`src/rtl/seq_mlp_pkg.sv`:
```
// seq_mlp_pkg: shared types and default model for the time-multiplexed MLP classifier.
//   wcode_t   - weight code {zero, sign, shift}; value is 0 or +/-2^shift
//   state_e   - engine FSM states
//   mac_op_e  - operation selector for the shared shift-add MAC
//   DefW0/DefB0/DefW1/DefB1 - default model constants
//   latency() - accept-edge to out_valid latency in cycles
package seq_mlp_pkg;

   localparam int unsigned SHIFT_W = 4;

   typedef struct packed {
      logic               zero;
      logic               sign;
      logic [SHIFT_W-1:0] shift;
   } wcode_t;

   typedef enum logic [2:0] {
      StIdle,
      StBias,
      StMac,
      StAct,
      StArgmax,
      StDone
   } state_e;

   typedef enum logic [1:0] {
      MacPass,
      MacAdd,
      MacReluHid,
      MacReluOut
   } mac_op_e;

   localparam int unsigned DefNIn  = 8;
   localparam int unsigned DefNHid = 3;
   localparam int unsigned DefNOut = 3;
   localparam int unsigned DefAccW = 18;

   // An all-zero code is +2^0, so '0 gives an all-(+1) weight table.
   localparam wcode_t [DefNHid-1:0][DefNIn-1:0]  DefW0 = '0;
   localparam wcode_t [DefNOut-1:0][DefNHid-1:0] DefW1 = '0;
   localparam logic [DefNHid-1:0][DefAccW-1:0]   DefB0 = '0;
   localparam logic [DefNOut-1:0][DefAccW-1:0]   DefB1 = '0;

   function automatic int unsigned latency(input int unsigned n_in, input int unsigned n_hid,
                                           input int unsigned n_out);
      return n_hid * (n_in + 2) + n_out * (n_hid + 2) + n_out + 1;
   endfunction

endpackage

```
`src/rtl/seq_mlp_argmax_if.sv`:
```
// seq_mlp_argmax_if: valid/ready framing for one input vector in and one class result out.
//   master - producer/consumer side: drives in_valid, in_data, out_ready
//   slave  - engine side: drives in_ready, out_valid, out_class, out_score
interface seq_mlp_argmax_if #(
   parameter int unsigned N_IN  = 8,
   parameter int unsigned IN_W  = 4,
   parameter int unsigned N_OUT = 3,
   parameter int unsigned ACC_W = 18
);
   logic                     in_valid;
   logic                     in_ready;
   logic [N_IN*IN_W-1:0]     in_data;
   logic                     out_valid;
   logic                     out_ready;
   logic [$clog2(N_OUT)-1:0] out_class;
   logic [ACC_W-1:0]         out_score;

   modport master (
      output in_valid, in_data, out_ready,
      input  in_ready, out_valid, out_class, out_score
   );

   modport slave (
      input  in_valid, in_data, out_ready,
      output in_ready, out_valid, out_class, out_score
   );
endinterface

```
`src/rtl/seq_mlp_mac.sv`:
```
// seq_mlp_mac: combinational shift-add accumulate step plus ReLU / quantise.
//   op_i      - MacPass (hold), MacAdd (acc +/- operand<<shift),
//               MacReluHid (clamp(acc>>FRAC_SH) to HID_W bits), MacReluOut (max(acc,0))
//   sign_i    - subtract instead of add
//   shift_i   - power-of-two weight exponent
//   operand_i - unsigned activation
//   acc_i     - current two's-complement accumulator
//   acc_o     - next accumulator / activation value
module seq_mlp_mac
   import seq_mlp_pkg::*;
#(
   parameter int unsigned ACC_W   = 18,
   parameter int unsigned OP_W    = 8,
   parameter int unsigned HID_W   = 8,
   parameter int unsigned FRAC_SH = 3
) (
   input  mac_op_e            op_i,
   input  logic               sign_i,
   input  logic [SHIFT_W-1:0] shift_i,
   input  logic [OP_W-1:0]    operand_i,
   input  logic [ACC_W-1:0]   acc_i,
   output logic [ACC_W-1:0]   acc_o
);

   localparam logic [ACC_W-1:0] HidMax = ACC_W'((1 << HID_W) - 1);

   logic [ACC_W-1:0] term;
   logic [ACC_W-1:0] quant;

   always_comb begin
      term  = ACC_W'(operand_i) << shift_i;
      // Only used when acc_i is non-negative, so a logical shift is exact.
      quant = acc_i >> FRAC_SH;
      if (quant > HidMax) begin
         quant = HidMax;
      end
      acc_o = acc_i;
      unique case (op_i)
         MacPass:    acc_o = acc_i;
         MacAdd:     acc_o = sign_i ? (acc_i - term) : (acc_i + term);
         MacReluHid: acc_o = acc_i[ACC_W-1] ? '0 : quant;
         MacReluOut: acc_o = acc_i[ACC_W-1] ? '0 : acc_i;
         default:    acc_o = acc_i;
      endcase
   end

endmodule

```
`src/rtl/seq_mlp_argmax.sv`:
```
// seq_mlp_argmax: time-multiplexed two-layer MLP classifier with argmax output.
// One shared shift-add MAC evaluates every neuron term by term; a valid/ready handshake frames
// one input vector in and one (class, score) result out.
//   clk   - clock
//   rst_n - synchronous active-low reset
//   bus   - seq_mlp_argmax_if.slave: in_valid/in_ready/in_data, out_valid/out_ready/
//           out_class/out_score
// Build option: define APPROX_ARGMAX_EN to compare only (y & ARGMAX_MASK) in the argmax;
// out_score always carries the full value of the selected neuron.
module seq_mlp_argmax
   import seq_mlp_pkg::*;
#(
   parameter int unsigned N_IN        = DefNIn,
   parameter int unsigned IN_W        = 4,
   parameter int unsigned N_HID       = DefNHid,
   parameter int unsigned N_OUT       = DefNOut,
   parameter int unsigned HID_W       = 8,
   parameter int unsigned ACC_W       = DefAccW,
   parameter int unsigned FRAC_SH     = 3,
   parameter logic [ACC_W-1:0] ARGMAX_MASK = ACC_W'(16'h0500),
   parameter wcode_t [N_HID-1:0][N_IN-1:0]  W0 = DefW0,
   parameter wcode_t [N_OUT-1:0][N_HID-1:0] W1 = DefW1,
   parameter logic [N_HID-1:0][ACC_W-1:0]   B0 = DefB0,
   parameter logic [N_OUT-1:0][ACC_W-1:0]   B1 = DefB1
) (
   input logic              clk,
   input logic              rst_n,
   seq_mlp_argmax_if.slave  bus
);

   localparam int unsigned MaxN = (N_IN > N_HID) ? ((N_IN > N_OUT) ? N_IN : N_OUT)
                                                 : ((N_HID > N_OUT) ? N_HID : N_OUT);
   localparam int unsigned CntW = (MaxN > 1) ? $clog2(MaxN) : 1;
   localparam int unsigned ClsW = $clog2(N_OUT);
   localparam int unsigned OpW  = (IN_W > HID_W) ? IN_W : HID_W;

   // Worst-case accumulator magnitude for each layer given the actual weight table.
   function automatic longint worst_l0();
      longint worst, sum, b;
      worst = 0;
      for (int n = 0; n < N_HID; n++) begin
         b   = longint'(signed'(B0[n]));
         sum = (b < 0) ? -b : b;
         for (int k = 0; k < N_IN; k++) begin
            if (!W0[n][k].zero) begin
               sum = sum + (longint'((1 << IN_W) - 1) << W0[n][k].shift);
            end
         end
         if (sum > worst) worst = sum;
      end
      return worst;
   endfunction

   function automatic longint worst_l1();
      longint worst, sum, b;
      worst = 0;
      for (int n = 0; n < N_OUT; n++) begin
         b   = longint'(signed'(B1[n]));
         sum = (b < 0) ? -b : b;
         for (int k = 0; k < N_HID; k++) begin
            if (!W1[n][k].zero) begin
               sum = sum + (longint'((1 << HID_W) - 1) << W1[n][k].shift);
            end
         end
         if (sum > worst) worst = sum;
      end
      return worst;
   endfunction

   localparam longint AccLimit = longint'(1) << (ACC_W - 1);

   if (worst_l0() >= AccLimit || worst_l1() >= AccLimit) begin : g_acc_too_narrow
      $fatal(1, "seq_mlp_argmax: ACC_W too narrow for the configured weights and biases");
   end

   state_e                        state_q;
   logic [N_IN*IN_W-1:0]          x_q;
   logic                          layer_q;
   logic [CntW-1:0]               neuron_q;
   logic [CntW-1:0]               k_q;
   logic [ACC_W-1:0]              acc_q;
   logic [N_HID-1:0][HID_W-1:0]   hid_q;
   logic [N_OUT-1:0][ACC_W-1:0]   y_q;
   logic [ClsW-1:0]               best_idx_q;
   logic [ACC_W-1:0]              best_score_q;
   logic                          in_ready_q;
   logic                          out_valid_q;
   logic [ClsW-1:0]               out_class_q;
   logic [ACC_W-1:0]              out_score_q;

   wcode_t           w_sel;
   logic [OpW-1:0]   x_sel;
   logic [ACC_W-1:0] bias_sel;
   logic [ACC_W-1:0] y_sel;
   logic [ACC_W-1:0] cand_key;
   logic [ACC_W-1:0] best_key;
   logic [CntW-1:0]  last_k;
   logic [CntW-1:0]  last_neuron;
   mac_op_e          mac_op;
   logic [ACC_W-1:0] mac_acc;

   // Operand, weight and bias selection for the current (layer, neuron, k).
   always_comb begin
      w_sel    = '0;
      x_sel    = '0;
      bias_sel = '0;
      y_sel    = '0;
      for (int n = 0; n < N_HID; n++) begin
         for (int k = 0; k < N_IN; k++) begin
            if (!layer_q && neuron_q == CntW'(n) && k_q == CntW'(k)) w_sel = W0[n][k];
         end
         if (!layer_q && neuron_q == CntW'(n)) bias_sel = B0[n];
      end
      for (int n = 0; n < N_OUT; n++) begin
         for (int k = 0; k < N_HID; k++) begin
            if (layer_q && neuron_q == CntW'(n) && k_q == CntW'(k)) w_sel = W1[n][k];
         end
         if (layer_q && neuron_q == CntW'(n)) bias_sel = B1[n];
         if (neuron_q == CntW'(n)) y_sel = y_q[n];
      end
      for (int k = 0; k < N_IN; k++) begin
         if (!layer_q && k_q == CntW'(k)) x_sel = OpW'(x_q[k*IN_W +: IN_W]);
      end
      for (int k = 0; k < N_HID; k++) begin
         if (layer_q && k_q == CntW'(k)) x_sel = OpW'(hid_q[k]);
      end
   end

   always_comb begin
      last_k      = layer_q ? CntW'(N_HID - 1) : CntW'(N_IN - 1);
      last_neuron = layer_q ? CntW'(N_OUT - 1) : CntW'(N_HID - 1);
      mac_op      = MacPass;
      if (state_q == StMac && !w_sel.zero) begin
         mac_op = MacAdd;
      end else if (state_q == StAct) begin
         mac_op = layer_q ? MacReluOut : MacReluHid;
      end
   end

`ifdef APPROX_ARGMAX_EN
   localparam logic [ACC_W-1:0] KeyMask = ARGMAX_MASK;
`else
   // All-ones: full-width comparison.
   localparam logic [ACC_W-1:0] KeyMask = ARGMAX_MASK | ~ARGMAX_MASK;
`endif

   assign cand_key = y_sel & KeyMask;
   assign best_key = best_score_q & KeyMask;

   seq_mlp_mac #(
      .ACC_W   (ACC_W),
      .OP_W    (OpW),
      .HID_W   (HID_W),
      .FRAC_SH (FRAC_SH)
   ) u_mac (
      .op_i      (mac_op),
      .sign_i    (w_sel.sign),
      .shift_i   (w_sel.shift),
      .operand_i (x_sel),
      .acc_i     (acc_q),
      .acc_o     (mac_acc)
   );

   always_ff @(posedge clk) begin
      if (!rst_n) begin
         state_q      <= StIdle;
         x_q          <= '0;
         layer_q      <= 1'b0;
         neuron_q     <= '0;
         k_q          <= '0;
         acc_q        <= '0;
         hid_q        <= '0;
         y_q          <= '0;
         best_idx_q   <= '0;
         best_score_q <= '0;
         in_ready_q   <= 1'b1;
         out_valid_q  <= 1'b0;
         out_class_q  <= '0;
         out_score_q  <= '0;
      end else begin
         unique case (state_q)
            StIdle: begin
               if (bus.in_valid && in_ready_q) begin
                  x_q        <= bus.in_data;
                  layer_q    <= 1'b0;
                  neuron_q   <= '0;
                  in_ready_q <= 1'b0;
                  state_q    <= StBias;
               end
            end
            StBias: begin
               acc_q   <= bias_sel;
               k_q     <= '0;
               state_q <= StMac;
            end
            StMac: begin
               acc_q <= mac_acc;
               if (k_q == last_k) begin
                  state_q <= StAct;
               end else begin
                  k_q <= k_q + 1'b1;
               end
            end
            StAct: begin
               for (int n = 0; n < N_HID; n++) begin
                  if (!layer_q && neuron_q == CntW'(n)) hid_q[n] <= mac_acc[HID_W-1:0];
               end
               for (int n = 0; n < N_OUT; n++) begin
                  if (layer_q && neuron_q == CntW'(n)) y_q[n] <= mac_acc;
               end
               if (neuron_q == last_neuron) begin
                  neuron_q <= '0;
                  if (layer_q) begin
                     state_q <= StArgmax;
                  end else begin
                     layer_q <= 1'b1;
                     state_q <= StBias;
                  end
               end else begin
                  neuron_q <= neuron_q + 1'b1;
                  state_q  <= StBias;
               end
            end
            StArgmax: begin
               // Strictly-greater replacement keeps the lowest index on ties.
               if (neuron_q == '0 || cand_key > best_key) begin
                  best_idx_q   <= neuron_q[ClsW-1:0];
                  best_score_q <= y_sel;
               end
               if (neuron_q == CntW'(N_OUT - 1)) begin
                  state_q <= StDone;
               end else begin
                  neuron_q <= neuron_q + 1'b1;
               end
            end
            StDone: begin
               // First DONE cycle latches the winner; outputs then hold until consumed.
               if (!out_valid_q) begin
                  out_valid_q <= 1'b1;
                  out_class_q <= best_idx_q;
                  out_score_q <= best_score_q;
               end else if (bus.out_ready) begin
                  out_valid_q <= 1'b0;
                  in_ready_q  <= 1'b1;
                  state_q     <= StIdle;
               end
            end
            default: begin
               state_q <= StIdle;
            end
         endcase
      end
   end

   assign bus.in_ready  = in_ready_q;
   assign bus.out_valid = out_valid_q;
   assign bus.out_class = out_class_q;
   assign bus.out_score = out_score_q;

endmodule

```
`src/flat_wrapper.sv`:
```
// flat-port wrapper written by rule: the top's interface ports become plain ports
module seq_mlp_argmax_flat import seq_mlp_pkg::*;
#(
   parameter int unsigned N_IN        = DefNIn,
   parameter int unsigned IN_W        = 4,
   parameter int unsigned N_HID       = DefNHid,
   parameter int unsigned N_OUT       = DefNOut,
   parameter int unsigned HID_W       = 8,
   parameter int unsigned ACC_W       = DefAccW,
   parameter int unsigned FRAC_SH     = 3,
   parameter logic [ACC_W-1:0] ARGMAX_MASK = ACC_W'(16'h0500),
   parameter wcode_t [N_HID-1:0][N_IN-1:0]  W0 = DefW0,
   parameter wcode_t [N_OUT-1:0][N_HID-1:0] W1 = DefW1,
   parameter logic [N_HID-1:0][ACC_W-1:0]   B0 = DefB0,
   parameter logic [N_OUT-1:0][ACC_W-1:0]   B1 = DefB1
)
  (clk, rst_n, bus_in_valid, bus_in_data, bus_out_ready, bus_in_ready, bus_out_valid, bus_out_class, bus_out_score);
  seq_mlp_argmax_if #(.N_IN(N_IN), .IN_W(IN_W), .N_OUT(N_OUT), .ACC_W(ACC_W)) bus_i ();
  input logic clk;
  input logic rst_n;
  input wire logic [$bits(bus_i.in_valid)-1:0] bus_in_valid;
  input wire logic [$bits(bus_i.in_data)-1:0] bus_in_data;
  input wire logic [$bits(bus_i.out_ready)-1:0] bus_out_ready;
  output wire logic [$bits(bus_i.in_ready)-1:0] bus_in_ready;
  output wire logic [$bits(bus_i.out_valid)-1:0] bus_out_valid;
  output wire logic [$bits(bus_i.out_class)-1:0] bus_out_class;
  output wire logic [$bits(bus_i.out_score)-1:0] bus_out_score;
  assign bus_i.in_valid = bus_in_valid;
  assign bus_i.in_data = bus_in_data;
  assign bus_i.out_ready = bus_out_ready;
  assign bus_in_ready = bus_i.in_ready;
  assign bus_out_valid = bus_i.out_valid;
  assign bus_out_class = bus_i.out_class;
  assign bus_out_score = bus_i.out_score;
  seq_mlp_argmax #(.N_IN(N_IN), .IN_W(IN_W), .N_HID(N_HID), .N_OUT(N_OUT), .HID_W(HID_W), .ACC_W(ACC_W), .FRAC_SH(FRAC_SH), .ARGMAX_MASK(ARGMAX_MASK), .W0(W0), .W1(W1), .B0(B0), .B1(B1)) u_core (.clk(clk), .rst_n(rst_n), .bus(bus_i));
endmodule
```
`config.mk`:
```
export PLATFORM = sky130hd
export DESIGN_NAME = seq_mlp_argmax_flat
export DESIGN_NICKNAME = d
export VERILOG_FILES = /design/src/rtl/seq_mlp_pkg.sv /design/src/rtl/seq_mlp_argmax_if.sv /design/src/rtl/seq_mlp_mac.sv /design/src/rtl/seq_mlp_argmax.sv /design/src/flat_wrapper.sv
export SDC_FILE = /design/constraint.sdc
export NUM_CORES = 1
export LEC_CHECK = 0
export CELL_PAD_IN_SITES_DETAIL_PLACEMENT = 1
export CELL_PAD_IN_SITES_GLOBAL_PLACEMENT = 2
export CORE_MARGIN = 5
export CORE_UTILIZATION = 35
export DETAILED_ROUTE_END_ITERATION = 16
export PLACE_DENSITY = 0.81
export SYNTH_ARGS = -nofsm -noshare
export SYNTH_HDL_FRONTEND = slang
export SYNTH_SLANG_ARGS = --single-unit
```
`constraint.sdc`:
```
create_clock -name clk -period 4.77 [get_ports clk]
set_input_delay 0.954 -clock clk [delete_from_list [all_inputs] [get_ports clk]]
set_output_delay 0.954 -clock clk [all_outputs]
set_load 0.05 [all_outputs]
```
# Word level (Yosys, flattened, before mapping)
# Cells that the tools add are included.
op_classes:
  add_sub_neg: 3
  n_lt_le_gt_ge: 2
  n_eq_ne: 26
  mux: 45
  n_bitwise: 1
  n_reduce_logical: 42
op_table:
  columns: ["operator", "n"]
  rows:
  - ["two-way mux 8 bit", 10]
  - ["case mux 18 bit (4 select lines)", 1]
  - ["two-way mux 18 bit", 3]
  - ["two-way mux 3 bit", 12]
  - ["case mux 18 bit (2 select lines)", 1]
  - ["two-way mux 14 bit", 2]
  - ["AND reduction 2 bit", 10]
  - ["adder 18 x 8 -> 18 bit", 1]
  - ["== test 3 bit, second input constant", 6]
  - ["greater-than comparator 18 bit", 1]
  - ["logical AND 1 bit", 18]
  - ["case mux 3 bit (6 select lines)", 1]
  - ["two-way mux 17 bit", 1]
  - ["== test 3 x 2 -> 1 bit, second input constant", 5]
  - ["greater-than comparator 15 x 8 -> 1 bit, second input constant", 1]
  - ["== test 3 x 1 -> 1 bit, second input constant", 3]
  - ["logical NOT 3 bit", 3]
  - ["case mux 3 bit (3 select lines)", 1]
  - ["inequality test 2 x 1 -> 1 bit, second input constant", 4]
  - ["inequality test 2 bit, second input constant", 4]
  - ["two-way mux 1 bit", 7]
  - ["adder 3 x 1 -> 3 bit, second input constant", 2]
  - ["case mux 3 bit (2 select lines)", 1]
  - ["AND reduction 3 bit", 2]
  - ["14 further kinds", 19]
totals:
  reg_bits: 180
  output_inout_bits: 22
  wordCells: 137

# Longest topological paths before layout
# Gate-level depths: netlist (run 1).
depth:
  depth_word: 16
  ltp_mapped: 18
  ltp_nobuf: 16

# Hierarchy
# Synthesis (run 1) repeated with hierarchy kept, for this count alone.
unflattened:
  cells_unflattened: 1472
  area_unflattened_um2: 11400.9
by_module_without_submodules:
  columns: ["module", "n_inst", "cells_per_inst", "area_per_inst_um2"]
  rows:
  - ["seq_mlp_argmax", 1, 1112, 8841.0]
  - ["seq_mlp_mac", 1, 360, 2560.0]

# Worst setup path before layout (run 1)
# OpenSTA, ideal clock, no wires.
synth_timing:
  kind: "register -> register"
  startpoint: "register u_core.k_q[0]"
  endpoint: "register u_core.acc_q[7]"
  setup_ns: 0.117
  t_arrival_ns: 3.182
  required_time_ns: 4.653
  path_slack_ns: 1.471
  stages_incl_launch_ff: 15
  synth_period_minus_slack_ns: 3.299
  cell_sequence: "dfxtp_1 ha_1 clkbuf_1 clkbuf_1 a21oi_1 o21ai_0 a21oi_1 o31ai_1 ha_1 a21o_1 o2bb2ai_1 o21a_1 o21a_1 or3_1 a32o_1"
synth_via:
  elab_chain_len: 16
  elab_cells_between_ends: 33
  classes_between: "add/sub: 1; eq/ne: 7; mux: 13; reduce/logical: 12"
synth_rtl:
  columns: ["element", "line_no", "rtl"]
  rows:
  - ["start: declaration", "seq_mlp_argmax.sv:80", "logic [CntW-1:0] k_q;"]
  - ["start signal: assignment", "seq_mlp_argmax.sv:201", "k_q <= k_q + 1'b1;"]
  - ["logical NOT 3 bit", null, null]
  - ["logical AND 1 bit", "seq_mlp_argmax.sv:122", "if (!layer_q && k_q == CntW'(k)) x_sel = OpW'(x_q[k*IN_W +: IN_W]);"]
  - ["two-way mux 4 bit", "seq_mlp_argmax.sv:122", null]
  - ["two-way mux 8 bit (7 in series)", "seq_mlp_argmax.sv:122", null]
  - ["two-way mux 8 bit (2 in series)", "seq_mlp_argmax.sv:125", "if (layer_q && k_q == CntW'(k)) x_sel = OpW'(hid_q[k]);"]
  - ["two-way mux 8 bit (*)", "seq_mlp_argmax.sv:125", null]
  - ["adder 18 x 8 -> 18 bit (*)", "seq_mlp_mac.sv:40", "MacAdd: acc_o = sign_i ? (acc_i - term) : (acc_i + term);"]
  - ["case mux 18 bit (4 select lines) (*)", "seq_mlp_mac.sv:38", "unique case (op_i)"]
  - ["case mux 18 bit (2 select lines) (*)", "seq_mlp_argmax.sv:181", "unique case (state_q)"]
  - ["end signal: assignment", "seq_mlp_argmax.sv:192", "acc_q <= bias_sel;"]
  - ["end signal: assignment", "seq_mlp_argmax.sv:197", "acc_q <= mac_acc;"]
  - ["end: declaration", "seq_mlp_argmax.sv:81", "logic [ACC_W-1:0] acc_q;"]
# Mark *: on every way between the ends. The rest lies on a longest branch, timed or not.
# A chain may end at the register's enable or synchronous reset.

# Final worst setup path (run 1)
layout_timing:
  startpoint: "register u_core.k_q[2]"
  endpoint: "register u_core.y_q[10] in the netlist's numbering"
layout_via:
  elab_chain_len: 15
  elab_cells_between_ends: 32
  classes_between: "add/sub: 1; eq/ne: 7; mux: 12; reduce/logical: 12"
layout_rtl:
  columns: ["element", "line_no", "rtl"]
  rows:
  - ["logical NOT 3 bit", null, null]
  - ["logical AND 1 bit", "seq_mlp_argmax.sv:122", null]
  - ["two-way mux 4 bit", "seq_mlp_argmax.sv:122", null]
  - ["two-way mux 8 bit (7 in series)", "seq_mlp_argmax.sv:122", null]
  - ["two-way mux 8 bit (2 in series)", "seq_mlp_argmax.sv:125", null]
  - ["two-way mux 8 bit (*)", "seq_mlp_argmax.sv:125", null]
  - ["adder 18 x 8 -> 18 bit (*)", "seq_mlp_mac.sv:40", null]
  - ["case mux 18 bit (4 select lines) (*)", "seq_mlp_mac.sv:38", null]
  - ["end signal: indexed assignment", "seq_mlp_argmax.sv:209", "if (layer_q && neuron_q == CntW'(n)) y_q[n] <= mac_acc;"]
  - ["end: declaration", "seq_mlp_argmax.sv:83", "logic [N_OUT-1:0][ACC_W-1:0] y_q;"]
# Marks and branches as above.

==> summary.txt, run 1 <==
Worst setup path
  – Source of the worst register-to-register timing path: u_core.k_q[2]
  – Data required, critical path: 5.06 ns
  – Arrival @ worst endpoint: 4.43 ns
  – Setup slack on the worst flop-to-flop path: 0.62 ns
  – Reg-to-reg critical path endpoint: u_core.y_q[10]
  – CP max FO: 11
  – Cell count of the worst reg-to-reg path: 15
  – Timing startpoint of the critical path: u_core.k_q[2]
  – CP Capture Type: register
  – Crit start category: register
  – Worst setup path category: reg -> reg

Detailed routing
  – Detailed router's first-iteration violation count: 364
  – Number of antenna-violating nets in the routed design: 0
  – Vias: 7,864
  – Router iterations before antenna repair: 5
  – WL final: 25,840 µm
  – Post-detailed-route DRC marker count: 0
  – Via-per-instance ratio: 5.342
  – Routed length per instance: 17.56 µm

Yosys
  – Fraction of the mapped netlist area in compound gates: 0.2335
  – Multiplexer fraction of the synthesized cell area: 0.03346
  – Synth Instances: 1,112
  – Post-synth top flop: sky130_fd_sc_hd__dfxtp_1
  – XOR/XNOR Fraction of Synth Area: 0.003986
  – Area share of the largest cell type after synthesis: 0.4100
  – Cell type with the largest total area after synthesis: sky130_fd_sc_hd__dfxtp_1
  – Sequential cell area fraction in the yosys report: 0.4100
  – Number of flops mapped to enable cells by yosys: 0
  – Mean Syn Cell Area: 7.903 µm²
  – Share of flip-flops with an asynchronous set or reset after synthesis: 0
  – Adder-Cell Fraction of Synth Area: 0.05495
  – Summed instance area of the synthesized netlist: 8788 µm²
  – Syn_nets: 1,186
  – Unique masters post-synth: 64
  – Synth top area cells: sky130_fd_sc_hd__dfxtp_1 (41%), sky130_fd_sc_hd__a21oi_1 (9.6%), sky130_fd_sc_hd__nand2_1 (8.6%)
  – Synthesis-stage register bit count: 180
  – Synthesis Warnings: 0
  – Fraction of the mapped netlist area in simple logic gates: 0.2091
  – Dominant combinational cell family by area after synthesis: compound AO/OA/AOI/OAI gates

Clock network
  – Maximum level of the CTS H-tree: 4
  – Largest buffer count on any clock path: 2
  – Number of gates resized after cts: 0
  – Number of buffers inserted by hold repair at cts: 0
  – Number of clock sinks: 180
  – Clock latency of the later-clocked register in the worst-skew pair: 0.44 ns
  – CTS tree: built
  – TritonCTS buffer count: 17
  – Cell at the root of the clock tree: sky130_fd_sc_hd__clkbuf_16
  – Setup bufs post-CTS: 0
  – Clock slew at the register clock pins of the worst setup and hold paths: 0.07 ns

Placed design
  – Final Wtd Congestion: 0.8778
  – Placed cell areas: 9553 µm²
  – Detailed Place HPWL: 18,330 µm
  – Number of I/O port buffers: 57

STA
  – Final total negative setup slack: 0 ns
  – Final Hold Fails: 0
  – Clock period minus final worst setup slack: 4.145 ns
  – Final setup skew: 0.01755 ns
  – Actual slew at the worst max-slew pin: 1.046 ns
  – RSZ-0062 raised after global routing: no
  – Max-slew violation total from the final report: 0
  – Endpoints failing setup: 0
  – Max-slew headroom at the worst pin: 0.2991
  – Share of the cycle needed by the critical path after routing: 0.8690
  – Highest clock frequency the design can meet: 241.2 MHz
  – Final hold slack: 0.4566 ns

Power
  – Worst VDD drop: 0.1977 mV
  – Cell leakage power: 3.756 nW
  – P per Cell Area: 345.9 nW/µm²
  – Total power: 3.519 mW

Global route
  – Via count of the first global-routing pass: 8,033
  – GRT Total Usage: 0.1832
  – Pin count of the biggest net entering global routing: 56
  – Initial antenna violation count: 0
  – Congestion Overflow GR: 0
  – First-pass GRT wire length: 42,580 µm

Worst hold path
  – Kind of path behind the tightest hold check: reg -> reg
  – Number of instances on the worst hold path: 2
  – HP Start: u_core.x_q[23]
  – End point of the worst hold path: u_core.x_q[23]

Floorplanning
  – DIE HEIGHT: 168.5 µm
  – I/O pin total: 58
  – Placeable core region: 24,960 µm²
  – Cell row count: 58
  – Starting utilization of the core area: 0.3520
  – Die footprint: 28,380 µm²
  – Die X-Extent: 168.5 µm

Finish
  – Number of nets at the end of the flow: 1,203
  – Diodes inserted: 0
  – Fraction of final layout cells with drive strength greater than 1: 0.07093
  – Area Growth Syn to Fin: 15.76%
  – Final design instance area without fill: 10,170 µm²

Run status
  – Status: finished, final reports clean

Flow run
  – # Max-Cap Violations: 0
sequential cells by signal (all words and copies together) (netlist names), 2 cells and up:
name,cells
u_core.k_q,3
u_core.bus.out_score,18
u_core.bus.out_class,2
u_core.y_q,54
u_core.best_key,18
u_core.x_q,32
u_core.neuron_q,3
u_core.acc_q,18
u_core.state_q,3
u_core.best_idx_q,2
u_core.hid_q,24
where the power goes:
group          switching [mW]  total (mW)  internal (mW)
Combinational           0.308       0.470          0.162
Sequential             0.0313        1.57           1.54
Clock                   0.670        1.48          0.811
cell families after synthesis:
family                   Yosys count
flip-flops                       180
AND/OR/NAND/NOR                  402
XOR/XNOR                           4
multiplexers                      29
AO/OA/AOI/OAI                    347
buffers and inverters            112
adder cells (fa/ha/maj)           38
cells in the final DEF, fill, tap and decap left out, types with 3 or more instances in the layout:
master,count
sky130_fd_sc_hd__a211oi_1,12
sky130_fd_sc_hd__a22oi_1,11
sky130_fd_sc_hd__a21o_1,4
sky130_fd_sc_hd__mux2i_1,26
sky130_fd_sc_hd__o211ai_1,5
sky130_fd_sc_hd__o22ai_1,5
sky130_fd_sc_hd__mux2_2,3
sky130_fd_sc_hd__inv_1,35
sky130_fd_sc_hd__nor3_2,4
sky130_fd_sc_hd__and2_1,4
sky130_fd_sc_hd__clkbuf_16,17
sky130_fd_sc_hd__nand4_1,9
sky130_fd_sc_hd__a21oi_2,3
sky130_fd_sc_hd__xnor2_1,4
sky130_fd_sc_hd__nor4_4,3
sky130_fd_sc_hd__and3_1,12
sky130_fd_sc_hd__o31ai_1,10
sky130_fd_sc_hd__dfxtp_1,180
sky130_fd_sc_hd__clkdlybuf4s50_1,56
sky130_fd_sc_hd__nor3_1,14
sky130_fd_sc_hd__a21oi_1,169
sky130_fd_sc_hd__nor2b_1,9
sky130_fd_sc_hd__nand2b_1,7
sky130_fd_sc_hd__o21ai_0,80
sky130_fd_sc_hd__or3_1,4
sky130_fd_sc_hd__inv_6,6
sky130_fd_sc_hd__nand2_1,202
sky130_fd_sc_hd__buf_4,16
sky130_fd_sc_hd__a221oi_1,18
sky130_fd_sc_hd__o21a_1,9
sky130_fd_sc_hd__nand3_1,27
sky130_fd_sc_hd__nor2_1,92
sky130_fd_sc_hd__ha_1,37
layout make-up:
class,count,area (µm²)
inverters,37,140.1
well taps,330,412.9
fillers,3017,14790
clock buffers,18,439.2
repair buffers,73,685.7
clock inverters,14,181.4
flip-flops and latches,180,3603
multi-input cells,820,4711
synth_stat cells (14+ instances only):
cell	number
sky130_fd_sc_hd__nand2_1	202
sky130_fd_sc_hd__dfxtp_1	180
sky130_fd_sc_hd__a21oi_1	169
sky130_fd_sc_hd__nor2_1	92
sky130_fd_sc_hd__o21ai_0	80
sky130_fd_sc_hd__clkbuf_1	45
sky130_fd_sc_hd__ha_1	37
sky130_fd_sc_hd__inv_1	36
sky130_fd_sc_hd__nand3_1	27
sky130_fd_sc_hd__mux2i_1	26
sky130_fd_sc_hd__buf_2	20
sky130_fd_sc_hd__a221oi_1	18
sky130_fd_sc_hd__nor3_1	14
per-layer routing:
layer	global-route usage	vias to the layer above	wire, µm
met5	0	-	0
met4	0.04587	0	388
met3	0.02709	23	624
met2	0.3159	99	12560
met1	0.2417	3814	12270
li1	-	3928	-
worst max-delay path, stage by stage, from the launching register on:
cell,delay [ns]
sky130_fd_sc_hd__dfxtp_1,0.51
sky130_fd_sc_hd__inv_1,0.16
sky130_fd_sc_hd__ha_1,0.30
sky130_fd_sc_hd__nor3_1,0.46
sky130_fd_sc_hd__o211ai_1,0.17
sky130_fd_sc_hd__a21oi_1,0.17
sky130_fd_sc_hd__o22ai_1,0.13
sky130_fd_sc_hd__a21oi_1,0.22
sky130_fd_sc_hd__ha_1,0.21
sky130_fd_sc_hd__fa_1,0.24
sky130_fd_sc_hd__nand3_2,0.12
sky130_fd_sc_hd__a2111oi_2,0.31
sky130_fd_sc_hd__nor2_1,0.27
sky130_fd_sc_hd__or3_1,0.42
sky130_fd_sc_hd__a31oi_2,0.23
sky130_fd_sc_hd__a21oi_1,0.09
metrics by stage:
step | std cells | utilization | setup slack [ns]
after floorplan | 1112 | - | 1.471
after global placement | 1440 | 0.3827 | 0.8127
after detailed placement | 1440 | 0.3827 | 0.7350
after CTS | 1472 | 0.4075 | 0.6711
after global routing | 1472 | 0.4075 | 0.2967
final | 1472 | 0.4075 | 0.6247
worst max-delay path by stage:
stage,to,slack [ns],depth (start not counted)
after floorplan,u_core.acc_q[7],1.47,14
after global placement,u_core.y_q[10],0.81,14
after detailed placement,u_core.y_q[28],0.73,14
after CTS,u_core.y_q[28],0.67,15
after global routing,u_core.y_q[10],0.30,15
final,u_core.y_q[10],0.62,15
Note: power is estimated with default switching activity, not from simulation.
==> inputs of run 2 (changes only) <==
ABC_AREA = 0   (was unset)
CTS_CLUSTER_SIZE = 14   (was unset)
==> results of run 2 <==
No change in the layout: final DEF, timing and power equal those of run 1.
==> patch 1: new RTL, flow settings as in run 2 <==
The option `APPROX_ARGMAX_EN` is turned on by a define.
--- a/src/rtl/seq_mlp_argmax.sv
+++ b/src/rtl/seq_mlp_argmax.sv
@@ -7,6 +7,8 @@
 //           out_class/out_score
 // Build option: define APPROX_ARGMAX_EN to compare only (y & ARGMAX_MASK) in the argmax;
 // out_score always carries the full value of the selected neuron.
+`define APPROX_ARGMAX_EN
+
 module seq_mlp_argmax
    import seq_mlp_pkg::*;
 #(
Behaviour: same outputs for any inputs over 10 cycles, from zero or initial values and one cycle with rst_n low; that may be too few to reach the edited logic, so the function may still have changed.
==> patch 1 against run 2 <==
- design area decreased by 4.3%
- power increased by 9.8%
- setup slack got worse by 0.12 ns
- global-route usage increased by 0.34 points
- count of clock-buffer cells in the layout decreased by 1
- hold slack got worse by 0.0055 ns
- wire length decreased by 4.2%
- core utilization increased by 0.61 points
- sequential cell count unchanged
- synthesized cell count decreased by 7.4%
- area after synthesis decreased by 4.6%
- maximum frequency decreased by 2.9%
- sequential power increased by 4%
- critical endpoint is now u_core.y_q[42]$_SDFFE_PN0P_
==> patch 1: results (changes against run 2) <==
- PortBufs: 57 (unchanged)
- Drt pass-1 iters: 5 (unchanged)
- Ant. Diodes: 0 (unchanged)
- First-pass GRT wire length: 40,400 um (was 42,600 um)
- CP peak stage delay: 0.62 ns (was 0.51 ns)
- Synth unique cells: 74 (was 64)
- Clk Latency, worst-skew pair: roughly 0.43 ns
- Vias in the first global route: 7,559 (was 8,033)
- Total global routing track utilization: 18.7% (was 18.3%)
- Worst-Margin Slew: 1.11 ns (was 1.05 ns)
- Setup bufs post-CTS: 0 (unchanged)
- Mean Syn Cell Area: 8.14 um^2 (was 7.90 um^2)
- Synth top area cells: dfxtp_1, a21oi_1, nand2_1 (unchanged)
- Yosys Warn Count: 0 (unchanged)
- Leakage: 0.00343 uW (was 0.00376 uW)
- Placed Instances: 1,344 (was 1,440)
- HPWL Detailed: 17,000 um (was 18,300 um)
- CP max-delay cell: nor3_1 (was dfxtp_1)
- # resized after CTS: 0 (unchanged)
- Gp weighted congestion: 0.782 (was 0.878)
- Sequential fraction of the synthesis area: 43.0% (was 41.0%)
- Root Driver: clkbuf_16 (unchanged)
- Top flop regs: u_core.y_q (54), u_core.x_q (32), u_core.hid_q (24) (unchanged)
- Hold WC Path Type: reg2reg (unchanged)
- Final Skew: 0.0117 ns (was 0.0175 ns)
- Outcome: finished clean (unchanged)
- Vias per cell: 5.39 (was 5.34)
- CP max FO: 16 (was 11)
- Largest net degree at the start of global routing: 59 (was 56)
- Routed len/inst: 18.0 um (was 17.6 um)
- Layout cells sized above 1: 7.39% (was 7.09%)
- Initial drt markers: 390 (was 364)
- Critical Path AT: 4.54 ns (was 4.43 ns)
- Max rail drop VDD: 0.000190 V (was 0.000198 V)
- Clock slew at reported path FFs: 0.07 ns (about the same)
- Via count of the routed design: 7,416 (was 7,864)
- H-tree depth: 4 (unchanged)
- Synth cell count leaders: dfxtp_1, nand2_1, a21oi_1, o21ai_0, clkbuf_1 (was nand2_1, dfxtp_1, a21oi_1, nor2_1, o21ai_0)
- Asr flop ratio synth: 0% (unchanged)
- Synthesized Nets: 1,088 (was 1,186)
- Inserted Clock Buffers: 17 (unchanged)
[patch 1: changes by cell type after synthesis, sizes merged, moves of 21 or more]
cell    change
a221o      +21
buf        -25
clkbuf     +33
mux2i      -24
nand2      -36
nor2       -49
[patch 1: layout make-up]
| cell class | instances | area (um^2) |
|---|---|---|
| fillers | 2832 | 13800 |
| multi-input cells | 743 | 4320 |
| flip-flops and latches | 180 | 3600 |
| repair buffers | 78 | 723 |
| clock buffers | 17 | 425 |
| well taps | 319 | 399 |
| clock inverters | 14 | 171 |
| inverters | 24 | 91.3 |
[patch 1: path summary, 6_finish.rpt]
kind / slack [ns] / to / start / cells past startpoint
worst max-delay path: 0.50 / u_core.y_q[42]$_SDFFE_PN0P_ / u_core.k_q[0]$_SDFFE_PN0P_ / 14
worst min-delay path: 0.45 / u_core.y_q[52]$_SDFFE_PN0P_ / u_core.y_q[52]$_SDFFE_PN0P_ / 2
worst max register to register: 0.50 / u_core.y_q[42]$_SDFFE_PN0P_ / u_core.k_q[0]$_SDFFE_PN0P_ / 14
worst min register to register: 0.45 / u_core.y_q[52]$_SDFFE_PN0P_ / u_core.y_q[52]$_SDFFE_PN0P_ / 2
[patch 1: kinds of logic (layout without fill, tap and decap cells)]
group	Yosys count	after routing	share of synthesized area, %
adder cells (fa/ha/maj)	22	22	3.37
multiplexers	2	2	0.239
flip-flops	180	180	43.0
AND/OR/NAND/NOR	340	340	19.7
AO/OA/AOI/OAI	376	376	27.9
buffers and inverters	107	133	5.43
XOR/XNOR	3	3	0.314
[patch 1: critical path: cells and delay by family (launching register included)]
family,cells,cell delay [ns]
AOI/OAI and AO/OA,7,1.38
adders and majority gates,3,1.02
buffers and inverters,1,0.11
DFF,1,0.42
and+or+nand+nor,3,1.17
[patch 1: where the power goes]
group	total, uW	internal [uW]	switching, uW
clock	1450	790	663
combinational	765	269	495
sequential	1640	1570	73.9
[patch 1: stage by stage]
step	worst slack [ns]	util [%]	cell area (um^2)	hold slack (ns)
detailed placement	0.519	38.8	9140	0.444
CTS	0.488	41.4	9740	0.453
global placement	0.685	38.8	9140	0.440
global route	0.117	41.4	9740	0.479
finish	0.501	41.4	9740	0.451
floorplan	1.10	-	8380	0.430
[patch 1: per-layer routing]
metal | vias to the layer above | share of wire, % | wire, um | GRT usage [%]
li1 | 3721 | - | - | -
met1 | 3563 | 47 | 11800 | 24.3
met2 | 106 | 48 | 11900 | 31.9
met3 | 26 | 3.1 | 769 | 2.97
met4 | 0 | 1.5 | 371 | 5.52
met5 | - | 0 | 0 | 0
==> patch 2: new RTL, settings of run 2 <==
Made on the original files. Reset style: asynchronous (`rst_n`), changed in one clocked block. Comments in the files are not updated.
--- a/src/rtl/seq_mlp_argmax.sv
+++ b/src/rtl/seq_mlp_argmax.sv
@@ -161,7 +161,7 @@
       .acc_o     (mac_acc)
    );
 
-   always_ff @(posedge clk) begin
+   always_ff @(posedge clk or negedge rst_n) begin
       if (!rst_n) begin
          state_q      <= StIdle;
          x_q          <= '0;
Formal check against the unedited RTL: differs if rst_n is asserted again (counterexample within 4 cycles, from zero or initial values and one cycle with rst_n low); with rst_n held inactive, the same outputs for 10 cycles.
==> patch 2 against run 2 <==
- setup slack worse by 0.16 ns
- area after synthesis up 9.8%
- cell count down 7.5%
- largest cell class unchanged
- wire length up 2.6%
- sequential cell count unchanged
- design area up 8.9%
Power is not compared: it rests on default switching activity, and its combinational part moved more than twofold at a synthesized area within 25%.
==> patch 2: results (changes against run 2) <==
- Placed Instances: 1,329 (was 1,440)
- Clock Buffer Count: 20 (was 18)
- Mean Syn Cell Area: 9.79 um^2 (was 7.90 um^2)
- Layout cells sized above 1: 13.7% (was 7.09%)
- Routed met3 length: 820 um (was 624 um)
- Asr flop ratio synth: 100% (was 0%)
- Multi-input logic cell count: 700 (was 820)
- Non-filler cells, final: 1,361 (was 1,472)
- Final Skew: 0.0178 ns (was 0.0175 ns)
- Hold WS: 0.484 ns (was 0.457 ns)
- Relative slew slack: 33.2% (was 29.9%)
- Ant. Diodes: 0 (unchanged)
- Cell Area, Placed: 0.0105 mm^2 (was 0.00955 mm^2)
- Initial drt markers: 693 (was 364)
- Vias per cell: 5.70 (was 5.34)
- Critical Path AT: 4.59 ns (was 4.43 ns)
- Synth top area cells: dfrtp_1, mux2_2, ha_1 (was dfxtp_1, a21oi_1, nand2_1)
- Clock-cell share of area: 5.16% (was 6.10%)
- Sequential fraction of the synthesis area: 46.7% (was 41.0%)
- Routed len/inst: 19.5 um (was 17.6 um)
- Largest net degree at the start of global routing: 118 (was 56)
- First-pass GRT wire length: 43,300 um (was 42,600 um)
- Plain + repair buffers: 74 (was 73)
- Met2 Routed Length: 12,300 um (was 12,600 um)
- Reg-to-reg slack, setup: 0.47 ns (was 0.62 ns)
- Fraction of area in registers: 40.7% (was 35.4%)
- Worst setup path endpoint: u_core.y_q[8]$_DFFE_PN0P_ (was u_core.y_q[10]$_SDFFE_PN0P_)
- HP Start: u_core.y_q[33]$_DFFE_PN0P_ (was u_core.x_q[23]$_SDFFE_PN0P_)
- CP max-delay cell: ha_1 (was dfxtp_1)
- Fillers: 3,029 (was 3,017)
- HPWL Detailed: 18,200 um (was 18,300 um)
- Inverters, non-clock: 34 (was 37)
- Max rail drop VDD: between 0.0003 and 0.0004 V
- Ys flop type: dfrtp_1 (was dfxtp_1)
- CP max FO: 13 (was 11)
- Inserted Clock Buffers: 17 (unchanged)
- Synthesized Nets: 1,059 (was 1,186)
- Total global routing track utilization: 17.2% (was 18.3%)
- WHS Endpoint: u_core.y_q[33]$_DFFE_PN0P_ (was u_core.x_q[23]$_SDFFE_PN0P_)
- Gp weighted congestion: 0.787 (was 0.878)
- Post-synthesis cell count: 985 (was 1,112)
- Vias in the first global route: 7,889 (was 8,033)
- CP peak stage delay: 0.45 ns (was 0.51 ns)
- Outcome: finished clean (unchanged)
- Crit path from: u_core.k_q[1]$_DFFE_PN0P_ (was u_core.k_q[2]$_SDFFE_PN0P_)
## patch 2: cell types whose count changed after synthesis, moves of 14 or more
| cell | run 2 | this run |
|---|---|---|
| a222oi_1 | 0 | 18 |
| nand2_1 | 202 | 94 |
| dfrtp_1 | 0 | 179 |
| o311ai_1 | 0 | 17 |
| a21oi_1 | 169 | 67 |
| mux2i_1 | 26 | 2 |
| nand4_1 | 9 | 26 |
| nand3_1 | 27 | 13 |
| nor2_1 | 92 | 72 |
| dfxtp_1 | 180 | 0 |
| mux2_2 | 3 | 68 |
| a22oi_1 | 11 | 29 |
## patch 2: kinds of logic after synthesis
kind of cell,synth area share (%)
buffers and inverters,4.53
flip-flops,46.7
AO/OA/AOI/OAI,20.9
XOR/XNOR,0.726
multiplexers,8.26
AND/OR/NAND/NOR,13.9
adder cells (fa/ha/maj),5.01
## patch 2: per-layer routing
layer / vias up / global-route usage [%]
met5: - / 0
met4: 0 / 4.09
met3: 14 / 2.83
met2: 131 / 27.3
met1: 3968 / 24.6
li1: 3650 / -
